**config.mk**
```make
export PLATFORM = sky130hd
export DESIGN_NAME = dcache_writeback_drain
export DESIGN_NICKNAME = d
export VERILOG_FILES = /design/src/rtl/riscmakers_pkg.sv /design/src/rtl/dcache_writeback_drain.sv
export SDC_FILE = /design/constraint.sdc
export NUM_CORES = 1
export LEC_CHECK = 0
export BUFFER_PORTS_ARGS = -buffer_cell sky130_fd_sc_hd__buf_4
export CORE_UTILIZATION = 40
export DETAILED_ROUTE_END_ITERATION = 10
export PLACE_DENSITY_LB_ADDON = 0.3
export SYNTH_ARGS = -nofsm -noshare
export SYNTH_HDL_FRONTEND = slang
export SYNTH_SLANG_ARGS = --single-unit
export TNS_END_PERCENT = 1
```
**constraint.sdc**
```tcl
create_clock -name clk_i -period 4 [get_ports clk_i]
set_clock_uncertainty 0.1 [all_clocks]
set_input_delay 0 -clock clk_i [delete_from_list [all_inputs] [get_ports clk_i]]
set_output_delay 0 -clock clk_i [all_outputs]
set_load 0.05 [all_outputs]
```
**src/rtl/riscmakers_pkg.sv**
```systemverilog
// riscmakers_pkg: shared data-cache / memory constants and types.
//   - line/word geometry (XLEN, PLEN, DCACHE_LINE_WIDTH, derived counts)
//   - MEMORY_REQUEST_SIZE_* encodings for the memory write port
//   - writeback_t: one dirty line handed from the dcache to the drain
//   - drain_state_t / DRAIN_CNT_WIDTH: state and word counter of the drain
package riscmakers_pkg;

    localparam int XLEN              = 32;
    localparam int PLEN              = 32;
    localparam int DCACHE_LINE_WIDTH = 128;

    localparam int NUMBER_OF_WORDS_IN_DCACHE_BLOCK = DCACHE_LINE_WIDTH / XLEN;
    localparam int DCACHE_LINE_BYTES               = DCACHE_LINE_WIDTH / 8;
    localparam int DCACHE_OFFSET_WIDTH             = $clog2(DCACHE_LINE_BYTES);
    localparam int WORD_BYTES_LOG2                 = $clog2(XLEN / 8);

    localparam logic [2:0] MEMORY_REQUEST_SIZE_ONE_BYTE   = 3'b000;
    localparam logic [2:0] MEMORY_REQUEST_SIZE_TWO_BYTES  = 3'b001;
    localparam logic [2:0] MEMORY_REQUEST_SIZE_FOUR_BYTES = 3'b010;

    // Width of the word counter used while draining one line.
    localparam int DRAIN_CNT_WIDTH = $clog2(NUMBER_OF_WORDS_IN_DCACHE_BLOCK);

    typedef struct packed {
        logic                         flag;     // 1: line is dirty and must be written back
        logic [DCACHE_LINE_WIDTH-1:0] data;
        logic [PLEN-1:0]              address;
    } writeback_t;

    typedef enum logic [1:0] {
        IDLE     = 2'd0,
        REQ      = 2'd1,
        WAIT_ACK = 2'd2
    } drain_state_t;

endpackage

```
**src/rtl/dcache_writeback_drain.sv**
```systemverilog
// dcache_writeback_drain: takes one dirty line from the dcache and writes it
// to main memory one XLEN word at a time, lowest word first.
// Ports:
//   clk_i, rst_i          clock, synchronous active-high reset
//   wb_valid_i/wb_i/wb_ready_o   line offer from the dcache (transfer on valid&&ready)
//   mem_req_o/mem_gnt_i   word write request / grant
//   mem_addr_o/mem_wdata_o/mem_size_o   request payload (size is always 4 bytes)
//   mem_ack_i             write completion for the granted word
//   snoop_addr_i/snoop_hit_o   CPU address falls in the line being drained
//   busy_o                a line is held
//   done_o                pulses in the cycle the last word is acknowledged
module dcache_writeback_drain
    import riscmakers_pkg::*;
(
    input  logic             clk_i,
    input  logic             rst_i,
    input  logic             wb_valid_i,
    input  writeback_t       wb_i,
    output logic             wb_ready_o,
    output logic             mem_req_o,
    input  logic             mem_gnt_i,
    output logic [PLEN-1:0]  mem_addr_o,
    output logic [XLEN-1:0]  mem_wdata_o,
    output logic [2:0]       mem_size_o,
    input  logic             mem_ack_i,
    input  logic [PLEN-1:0]  snoop_addr_i,
    output logic             snoop_hit_o,
    output logic             busy_o,
    output logic             done_o
);

    localparam logic [DRAIN_CNT_WIDTH-1:0] LAST_WORD =
        DRAIN_CNT_WIDTH'(NUMBER_OF_WORDS_IN_DCACHE_BLOCK - 1);
    // Keeps tag+index bits, clears the byte offset within a line.
    localparam logic [PLEN-1:0] LINE_MASK = ~PLEN'(DCACHE_LINE_BYTES - 1);

    drain_state_t                 state_q, state_d;
    logic [DRAIN_CNT_WIDTH-1:0]   cnt_q,   cnt_d;
    logic [DCACHE_LINE_WIDTH-1:0] data_q,  data_d;
    logic [PLEN-1:0]              addr_q,  addr_d;   // line base address

    always_comb begin
        state_d = state_q;
        cnt_d   = cnt_q;
        data_d  = data_q;
        addr_d  = addr_q;
        case (state_q)
            IDLE: begin
                // Clean lines (flag=0) are still consumed, just never written.
                if (wb_valid_i && wb_i.flag) begin
                    data_d  = wb_i.data;
                    addr_d  = wb_i.address & LINE_MASK;
                    cnt_d   = '0;
                    state_d = REQ;
                end
            end
            REQ: begin
                if (mem_gnt_i) state_d = WAIT_ACK;
            end
            WAIT_ACK: begin
                if (mem_ack_i) begin
                    if (cnt_q == LAST_WORD) begin
                        state_d = IDLE;
                    end else begin
                        cnt_d   = cnt_q + 1'b1;
                        state_d = REQ;
                    end
                end
            end
            default: state_d = IDLE;
        endcase
    end

    always_ff @(posedge clk_i) begin
        if (rst_i) begin
            state_q <= IDLE;
            cnt_q   <= '0;
            data_q  <= '0;
            addr_q  <= '0;
        end else begin
            state_q <= state_d;
            cnt_q   <= cnt_d;
            data_q  <= data_d;
            addr_q  <= addr_d;
        end
    end

    // All handshake outputs decode straight from the state flop, so the
    // request payload cannot change while waiting for a grant.
    assign wb_ready_o  = (state_q == IDLE);
    assign mem_req_o   = (state_q == REQ);
    assign busy_o      = (state_q != IDLE);
    assign mem_size_o  = MEMORY_REQUEST_SIZE_FOUR_BYTES;
    assign mem_addr_o  = addr_q + (PLEN'(cnt_q) << WORD_BYTES_LOG2);
    assign mem_wdata_o = data_q[cnt_q*XLEN +: XLEN];

    // done_o fires in the ack cycle itself; the following cycle is already
    // IDLE and can take the next line.
    assign done_o = (state_q == WAIT_ACK) && mem_ack_i && (cnt_q == LAST_WORD);

    assign snoop_hit_o = busy_o && (((snoop_addr_i ^ addr_q) & LINE_MASK) == '0);

endmodule

```
Word level (Yosys, flattened, before mapping)
Index checks and enable logic that the tools add are counted.
- input port bits: 198
- register bits after elaboration: 160
- shift-type cells: 1
- eq/ne operators: 7
- reduce and logical (&&, ||, !) cells: 11
- add/subtract/negate cells: 2
- mux-type cells: 9
- bitwise operators: 1
- operators with widths (cell ; count):
    128-bit by 8-bit indexed part select with 32-bit output ; 1
    32-bit by 4-bit adder with 32-bit output ; 1
    32-bit zero test ; 1
    32-bit bitwise XOR ; 1
    2-bit 2-to-1 mux ; 6
    2-bit one-hot mux with 3 select lines ; 1
    2-bit == test (second input constant) ; 2
    1-bit logical AND ; 4
    2-bit by 1-bit inequality test with 1-bit output (second input constant) ; 2
    2-bit inequality test (second input constant) ; 2
    2-bit one-hot mux with 2 select lines ; 1
    4-bit AND reduction ; 1
    2-bit nonzero test ; 2
    3-bit AND reduction ; 1
    2-bit by 1-bit adder with 2-bit output (second input constant) ; 1
    2-bit by 1-bit == test with 1-bit output (second input constant) ; 1
    2-bit zero test ; 1
    2-bit AND reduction ; 1
    1-bit 2-to-1 mux ; 1

Longest topological paths before layout
Gate-level depths: netlist of the first run.
- depth after elaboration: 4
- mapped depth: 6
- depth with buffers taken out: 5

Worst setup path after synthesis of the first run
No wires, ideal clock.
- kind: reg2out
- start point: register addr_q[24]
- end point: output snoop_hit_o
- stages on the path, launching flop included: 5
- buffers on the path: 0
- data required time: 3900 ps
- data arrival time: 2713 ps
- setup slack: 1187 ps
- cells stage by stage: dfxtp_1 -> xor2_1 -> nor4_1 -> nand4_1 -> nor4_1
- longest elaborated chain between the ends: 3
- RTL lines (what ; RTL line ; text):
    from (decl) ; dcache_writeback_drain.sv:40 ; logic [PLEN-1:0] addr_q, addr_d;
    from (signal assigned) ; dcache_writeback_drain.sv:84 ; addr_q <= addr_d;
    32-bit bitwise XOR ; dcache_writeback_drain.sv:101 ; assign snoop_hit_o = busy_o && (((snoop_addr_i ^ addr_q) & LINE_MASK) == '0);
    32-bit zero test ; dcache_writeback_drain.sv:101 ;
    1-bit logical AND ; dcache_writeback_drain.sv:101 ;
    to (decl) ; dcache_writeback_drain.sv:27 ; output logic snoop_hit_o,
Every way passes these cells.

Final worst setup path of the first run
- start point: register state_q[0]
- end point: register data_q[16]
- longest elaborated chain between the ends: 2
- RTL lines (what ; RTL line ; text):
    from (decl) ; dcache_writeback_drain.sv:37 ; drain_state_t state_q, state_d;
    from (signal assigned) ; dcache_writeback_drain.sv:81 ; state_q <= state_d;
    2-bit zero test ; dcache_writeback_drain.sv:47 ; case (state_q)
    2-bit AND reduction (no source line) ; -- ;
    to (signal assigned) ; dcache_writeback_drain.sv:83 ; data_q <= data_d;
    to (decl) ; dcache_writeback_drain.sv:39 ; logic [DCACHE_LINE_WIDTH-1:0] data_q, data_d;
Every way passes these cells.
A chain may end at the register's enable or synchronous reset.

==> reports/metrics.yaml, run 1 <==
setup_path:
  critPathRequiredTime_ps: 4260
  crit_path_start_kind: "flop"
  max_stage_delay_ps: 890
  crit_path_cell_trace: "and4bb_4 > buf_4 > nand2_1 > a21oi_1 > dlygate4sd3_1"
  critical_path_class: "flop to flop"
  crit_arrival_ps: 3080
  crit_fanout: 61
  cp-end-kind: "flop"
  critPathSlowestCell: "and4bb_4"
timing:
  min_period_ps: 2823
  fmax_ghz: 0.3542
  finalSetupTns_ps: 0
  setup_violations: 0
  slew_viol_final: 0
  tightest_slew_ps: 1091
  rsz0062_at_grt: "no"
  slew_headroom: 0.2727
  hold_viol: 0
  period_share: 0.7058
  whs_ps: 0.4599
  fin_ws_ps: 1177
die:
  die_height_um: 131.1
  start_util: 0.4153
  std_cell_rows: 46
  core_um2: 16060
  io_pins: 270
  die_w_um: 131.1
  dieArea_um2: 17190
routing:
  via_per_inst: 4.916
  route.detailed.drc: 0
  wl_um: 21330
  antenna_left: 0
  dr.pass1.iters: 5
  drt_iter0_markers: 312
  vias: 6883
  wl_per_cell_um: 15.24
synth:
  synth-compound-area-share: 0.1223
  synth.largest_area_cell: "dfxtp_1"
  synth_cell_types: 25
  synth_area_leaders: "dfxtp_1 48%, nand2_1 18%, a21oi_1 12%"
  muxShareOfSynthArea: 0.1081
  ys_seq_area_frac: 0.4803
  avgSynthCellArea_um2: 8.485
  synthArstFlopShare: 0
  synth_top_family_by_area: "simple AND/OR/NAND/NOR gates"
  synth_top_area_share: 0.4803
  yosys_warnings: 0
  synth_edf_count: 0
  synthFlopType: "dfxtp_1"
  synth-xor-area-share: 0.03677
  synthAdderAreaFrac: 0.001876
  synth_cells: 786
  synth_area_um2: 6669
  synth_seq_cells: 160
  synth_simple_gate_area_frac: 0.1959
grt:
  track_usage: 0.2522
  grt-ovfl-total: 0
  grt_pass1_wl_um: 34800
  grt_pass1_vias: 7166
  grt_max_degree: 106
  antenna_found_initial: 1
cts:
  clockBufferDepth: 2
  cts_num_sinks: 160
  cts_tree: "yes"
  root_buffer: "clkbuf_16"
  postCtsSetupBuffers: 0
  htreeDepth: 4
  numCtsBuffers: 17
  clk_latency_ps: 410
  clkTransAtPathRegs_ps: 60
flow_run:
  maxCapViolCount: 0
placement:
  io_buffers: 256
  placed_cell_area_um2: 8620
  place_congestion: 0.7829
  hpwl_um: 12320
  place_ws_ps: 1699
cells_and_area:
  final_cell_area_um2: 10830
  drive_gt1_frac: 0.2806
  final_common_cell: "nand2_1"
  area_growth_pct: 62.38
  final_cell_mix: "314 x nand2_1, 266 x buf_4, 161 x dlygate4sd3_1, 159 x a21oi_1, 158 x dfxtp_1"
  nets: 1369
  fill_cells: 1212
power:
  irDropWorstVdd_mv: 0.3256
  p_per_area_nw_per_um2: 374.7
  p_leak_nw: 4.452
outcome:
  status: "finished, final reports clean"
min_path:
  hold_path_class: "input pin to flop"
==> where the power goes <==
part / switching, mW / internal (mW)
Sequential: 0.0452 / 1.67
Combinational: 0.366 / 0.353
Clock: 0.634 / 0.986
==> per-layer routing <==
layer | wire length [um] | up-vias | GRT usage | share of wire
li1 | - | 3368 | - | -
met1 | 8245 | 3186 | 0.2756 | 0.39
met2 | 10860 | 265 | 0.4424 | 0.51
met3 | 1464 | 64 | 0.07600 | 0.069
met4 | 764 | 0 | 0.1242 | 0.036
met5 | 0 | - | 0 | 0
==> cell usage after synthesis (all sizes together) (2+ instances only) <==
| cell type | instances |
|---|---|
| xor2 | 17 |
| buf | 44 |
| inv | 3 |
| nor2 | 3 |
| a21oi | 159 |
| nor4 | 5 |
| xnor2 | 11 |
| nand2 | 314 |
| mux4 | 32 |
| conb | 2 |
| dfxtp | 160 |
| nand4 | 4 |
| clkbuf | 21 |
==> worst paths after layout <==
path	slack (ps)	start	to	depth (start not counted)
setup / recovery	1180	state_q[0]	data_q[16]	5
hold / removal	0.5	wb_i[160]	data_q[116]	4
setup reg to reg	1180	state_q[0]	data_q[16]	5
hold reg to reg	350	data_q[75]	data_q[75]	2
==> registers in the layout, indices dropped and copies added (netlist names) <==
name,cells
data_q,128
addr_q,28
cnt_q,2
state_q,2
==> metrics by stage <==
stage,total power [mW],instances,util
finish,4.058,1400,0.6744
global route,4.226,1400,0.6744
global placement,2.321,1206,0.5368
floorplan,2.091,789,-
CTS,4.088,1399,0.6742
detailed placement,2.332,1206,0.5368
==> cells by family after synthesis <==
kind of cell,count (synthesis)
adders and majority gates,1
and+or+nand+nor,334
buffers and inverters,68
other,2
AOI/OAI and AO/OA,161
DFF,160
muxes,32
xor gates and xnor gates,28
==> area by class of cell <==
class / count / area (um2) / area share
Clock inverter: 8 / 103.9 / 0.009590
Clock buffer: 24 / 491.7 / 0.04541
Timing Repair Buffer: 427 / 3608 / 0.3332
Tap cell: 216 / 270.3 / 0.02496
Antenna cell: 1 / 2.502 / 0.0002311
Inverter: 3 / 11.26 / 0.001040
Multi-Input combinational cell: 561 / 3136 / 0.2895
Sequential cell: 160 / 3206 / 0.2960
==> critical path: cells and delay by family, from the launching register on <==
kind / cells / cell delay (ps)
and+or+nand+nor: 2 / 990
AOI/OAI and AO/OA: 1 / 130
buffers and inverters: 2 / 1160
DFF: 1 / 320
==> timing repair <==
item | in CTS | in global routing
gates resized for setup | 0 | 0
hold buffers | 161 | 0
endpoints found under the hold margin | 160 | 0
endpoints found under the setup margin | 0 | 0
(Power assumes the default switching activity.)
==> run 2, diff against run 1 <==
clock period = 2.6 ns   (was 4 ns; I/O delays follow)
==> run 2 against run 1 <==
Clock power rose by 54%. Sequential cell count did not move. Utilization rose by 2.5 points. Wire length rose by 1.2%. Hold slack improved by 130 ps. Global-route usage rose by 0.24 points. Via count rose by 2.3%. Critical path type unchanged. Largest cell class unchanged. Register-to-register slack got worse by 1000 ps. Combinational power rose by 61%. Fmax rose by 15%.
==> reports/metrics.yaml, run 2 (synthesized netlist as in run 1, its figures left out) <==
placement:
  hpwl_um: 12040  # -2.3%
  io_buffers: 256  # unchanged
  place_ws_ps: 623.8  # -1075 ps
  place_congestion: 0.8040  # +2.7%
grt:
  grt-ovfl-total: 0  # unchanged
  track_usage: 0.2546  # +0.002449
  grt_max_degree: 86  # -19%
  grt_pass1_wl_um: 35220  # +1.2%
  grt_pass1_vias: 7204  # +0.53%
  antenna_found_initial: 0  # -1
timing:
  min_period_ps: 2448  # -374.8 ps
  fmax_ghz: 0.4084  # +15%
  tightest_slew_ps: 640.0  # -451.0 ps
  rsz0062_at_grt: "no"
  period_share: 0.9417  # +0.2359
  slew_viol_final: 0  # unchanged
  whs_ps: 129.5  # +129.0 ps
  fin_ws_ps: 151.5  # -1025 ps
  slew_headroom: 0.5733  # +0.3007
  hold_viol: 0  # unchanged
  finalSetupTns_ps: 0  # unchanged
  setup_violations: 0  # unchanged
flow_run:
  maxCapViolCount: 0  # unchanged
cts:
  cts_tree: "yes"
  root_buffer: "clkbuf_16"
  cts_resized: 0  # unchanged
  htreeDepth: 4  # unchanged
  ctsHoldBuffers: 194  # +20%
  clkTransAtPathRegs_ps: 60  # about the same
  clockBufferDepth: 2  # unchanged
  postCtsSetupBuffers: 0  # unchanged
  cts_num_sinks: 160  # unchanged
  numCtsBuffers: 17  # unchanged
  clk_latency_ps: 420  # about the same
routing:
  wl_um: 21580  # +1.2%
  dr.pass1.iters: 6  # +1
  via_per_inst: 4.914  # about the same
  drt_iter0_markers: 314  # +0.64%
  wl_per_cell_um: 15.06  # -1.2%
  vias: 7042  # +2.3%
  antenna_left: 0  # unchanged
  route.detailed.drc: 0  # unchanged
cells_and_area:
  largest_reg_flops: 128  # unchanged
  final_cell_mix: "314 x nand2_1, 263 x buf_4, 194 x dlygate4sd3_1, 159 x a21oi_1, 158 x dfxtp_1"
  area_growth_pct: 68.29
  final_common_cell: "nand2_1"
  finish.utilization: 0.6989  # +0.02454
  largest_registers: "data_q (128), addr_q (28)"
  drive_gt1_frac: 0.2747  # -0.005971
  nets: 1404  # +2.6%
  fill_cells: 1163  # -4.0%
  top_register: "data_q"
die:
  io_pins: 270  # unchanged
  dieArea_um2: 17190  # unchanged
  die_height_um: 131.1  # unchanged
  std_cell_rows: 46  # unchanged
  start_util: 0.4153  # unchanged
  core_um2: 16060  # unchanged
  die_w_um: 131.1  # unchanged
setup_path:
  crit_path_start_kind: "flop"
  critical_path_class: "flop to flop"
  crit_arrival_ps: 2640  # -440 ps
  cp-end-kind: "flop"
  crit_fanout: 59  # -3.3%
  critPathRequiredTime_ps: 2800  # -1460 ps
power:
  p_per_area_nw_per_um2: 560.8  # +50%
  irDropWorstVdd_mv: 0.4622  # +42%
  p_leak_nw: 4.702  # +5.6%
outcome:
  status: "finished, final reports clean"
min_path:
  hold_path_class: "input pin to flop"
## run 2: cell types whose count changed in the layout (fill, tap and decap cells not counted)
cell / change
dlygate4sd3_1: +33
buf_12: +5
clkbuf_8: -4
buf_4: -3
clkinv_2: +3
clkinvlp_4: -2
bufinv_16: +1
clkbuf_1: -1
clkinv_4: +1
nor4_1: -1
nor4_2: +1
## run 2: through the flow
stage | std cells | total power, mW | instance area (um2)
2_1_floorplan | 789 | 3.217 | 6686
3_3_place_gp | 1208 | 3.588 | 8703
6_report | 1433 | 6.294 | 11220
4_1_cts | 1432 | 6.307 | 11220
5_1_grt | 1432 | 6.546 | 11220
3_5_place_dp | 1208 | 3.601 | 8703
## run 2: final timing paths
check                            startpoint  cells past startpoint  slack, ps     endpoint
worst min register to register  data_q[112]                      2        350  data_q[112]
worst max-delay path             state_q[1]                      6        150   addr_q[27]
worst min-delay path              wb_i[160]                      4        130   data_q[23]
worst max register to register   state_q[1]                      6        150   addr_q[27]
## run 2: final cells by class
cell class              instances  area [um2]  area share
inverters                       3       11.26    0.001003
diodes                          1       2.502   0.0002230
well taps                     216       270.3     0.02408
clock inverters                11       142.6     0.01271
multi-input cells             561        3142      0.2799
repair buffers                462        4016      0.3579
flip-flops and latches        160        3206      0.2856
clock buffers                  19       432.9     0.03857
## run 2: metal layers
metal  global-route usage  wire (um)
met5                    0          0
met2               0.4518      11260
met4               0.1065        594
met1               0.2839       8430
met3              0.07215       1301
## run 2: where the power goes
group          internal (mW)  switching (mW)  total (mW)
Sequential              2.57          0.0718        2.64
Combinational          0.586           0.572        1.16
Clock                   1.49           0.996        2.49
## run 2: worst max-delay path, cell delays in order, from the launching register on
cell and delay [ps]:
dfxtp_1 330, nor2_1 240, nand3_4 440, buf_12 370, nand2_1 120, a21oi_1 60, dlygate4sd3_1 600
==> run 3, diff against run 2 <==
RECOVER_POWER = 100   (was default)
==> run 3 against run 2 <==
Final cell count is the same. Power is 0.54% lower. Critical endpoint unchanged. Largest power group unchanged. Critical path type unchanged. Sequential share of layout area up 0.48 points. First-iteration DRC count fell by 13%. Clock power barely moved.
==> reports/metrics.yaml, run 3 (synthesized netlist as in run 1, its figures left out) <==
outcome:
  status: "finished, final reports clean"
setup_path:
  crit_fanout: 59  # unchanged
  crit_path_start_kind: "flop"
  critPathRequiredTime_ps: 2800  # about the same
  critical_path_class: "flop to flop"
  cp-end-kind: "flop"
  crit_arrival_ps: 2620  # -20 ps
power:
  p_int_mw: 4.622  # -0.70%
  seqPwrFrac: 0.422  # +0.002
  irDropWorstVdd_mv: 0.4451  # -3.7%
  p_per_area_nw_per_um2: 567.2  # +1.1%
  swShare: 0.2617  # +0.001132
  clkPwrFrac: 0.398  # +0.002
  p_comb_frac: 0.180  # -0.004
  p_leak_nw: 4.549  # -3.3%
  switchingPower_mw: 1.638  # -0.11%
cells_and_area:
  fill_cells: 1213  # +4.3%
  area_growth_pct: 65.50
  drive_gt1_frac: 0.2475  # -0.02714
  largest_registers: "data_q (128), addr_q (28)"
  final_common_cell: "nand2_1"
  largest_reg_flops: 128  # unchanged
  nets: 1404  # unchanged
  final_cell_mix: "314 x nand2_1, 198 x buf_4, 194 x dlygate4sd3_1, 159 x a21oi_1, 158 x dfxtp_1"
  top_register: "data_q"
  instances_no_fill: 1433  # unchanged
timing:
  min_period_ps: 2427  # -21.11 ps
  slew_headroom: 0.2803  # -0.2930
  fmax_ghz: 0.4120  # +0.87%
  rsz0062_at_grt: "no"
  tightest_slew_ps: 1080  # +439.6 ps
  period_share: 0.9336  # -0.008120
  finalSetupTns_ps: 0  # unchanged
  hold_viol: 0  # unchanged
  slew_viol_final: 0  # unchanged
  setup_violations: 0  # unchanged
cts:
  root_buffer: "clkbuf_16"
  clkTransAtPathRegs_ps: 60  # about the same
  cts_resized: 0  # unchanged
  clockBufferDepth: 2  # unchanged
  cts_num_sinks: 160  # unchanged
  clk_latency_ps: 410  # about the same
  cts_tree: "yes"
  numCtsBuffers: 17  # unchanged
  htreeDepth: 4  # unchanged
min_path:
  hold_path_class: "input pin to flop"
routing:
  antenna_left: 0  # unchanged
  via_per_inst: 4.890  # -0.48%
  dr.pass1.iters: 5  # -1
  wl_um: 21570  # about the same
  route.detailed.drc: 0  # unchanged
  vias: 7008  # -0.48%
  drt_iter0_markers: 272  # -13%
  wl_per_cell_um: 15.06  # about the same
die:
  core_um2: 16060  # unchanged
  start_util: 0.4153  # unchanged
  std_cell_rows: 46  # unchanged
  die_w_um: 131.1  # unchanged
  dieArea_um2: 17190  # unchanged
  die_height_um: 131.1  # unchanged
  io_pins: 270  # unchanged
grt:
  grt_pass1_vias: 7204  # unchanged
  track_usage: 0.2546  # unchanged
  grt-ovfl-total: 0  # unchanged
  antenna_found_initial: 0  # unchanged
  grt_pass1_wl_um: 35220  # unchanged
  grt_max_degree: 86  # unchanged
flow_run:
  maxCapViolCount: 0  # unchanged
placement:
  io_buffers: 256  # unchanged
  place_congestion: 0.8040  # unchanged
  hpwl_um: 12040  # unchanged
  dp.cells: 1208  # unchanged
-- run 3: cell count changes in the layout (fill, tap and decap cells not counted), moves of 5 or more --
cell | before | now
clkbuf_4 | 0 | 9
clkbuf_1 | 2 | 34
clkbuf_2 | 0 | 19
buf_4 | 263 | 198
buf_2 | 0 | 5
-- run 3: critical path: stages (launching register included) --
cell and delay (ps):
dfxtp_1 330, nor2_1 240, nand3_4 430, buf_12 370
nand2_1 120, a21oi_1 60, dlygate4sd3_1 600
-- run 3: metal layers --
metal	vias to the layer above	part of all wire	track usage
li1	3428	-	-
met1	3287	0.39	0.2839
met2	237	0.52	0.4518
met3	56	0.058	0.07215
met4	0	0.029	0.1065
met5	-	0	0
-- run 3: area by class of cell --
cell class | instances | area [um2] | area share
sequential | 160 | 3206 | 0.2904
timing repair buffer | 462 | 3836 | 0.3476
tap | 216 | 270.3 | 0.02449
antenna | 1 | 2.502 | 0.0002267
clock buffer | 19 | 432.9 | 0.03922
clock inverter | 11 | 142.6 | 0.01292
multi-input combinational | 561 | 3136 | 0.2841
inverter | 3 | 11.26 | 0.001020
-- run 3: repair_timing --
action,4_1_cts,5_1_grt
hold buffers,194,0
buffers inserted,0,0
endpoints found under the hold margin,160,0
-- run 3: path summary, 6_finish.rpt --
path | start | endpoint | slack [ps] | cells past startpoint
setup / recovery | state_q[1] | addr_q[27] | 170 | 6
hold / removal | wb_i[160] | data_q[23] | 120 | 4
setup reg to reg | state_q[1] | addr_q[27] | 170 | 6
hold reg to reg | data_q[112] | data_q[112] | 350 | 2
-- run 3: through the flow --
stage            util  hold slack, ps  worst slack [ps]  instance area (um2)  power (mW)
4_1_cts        0.6988           120.2             170.4                11220       6.307
5_1_grt        0.6872           129.5             27.29                11030       6.512
3_3_place_gp   0.5420           146.7             618.9                 8703       3.588
6_report       0.6873           117.4             172.7                11040       6.260
3_5_place_dp   0.5420           155.3             623.8                 8703       3.601
2_1_floorplan       -           35.96             339.6                 6686       3.217
-- run 3: power by group through the flow --
| stage | logic [mW] | registers [mW] | clock network (mW) |
|---|---|---|---|
| 6_report | 1.12 | 2.64 | 2.49 |
| 5_1_grt | 1.20 | 2.66 | 2.65 |
| 4_1_cts | 1.14 | 2.64 | 2.53 |
| 3_5_place_dp | 0.905 | 2.70 | 0 |
| 3_3_place_gp | 0.897 | 2.69 | 0 |
| 2_1_floorplan | 0.467 | 2.75 | 0 |
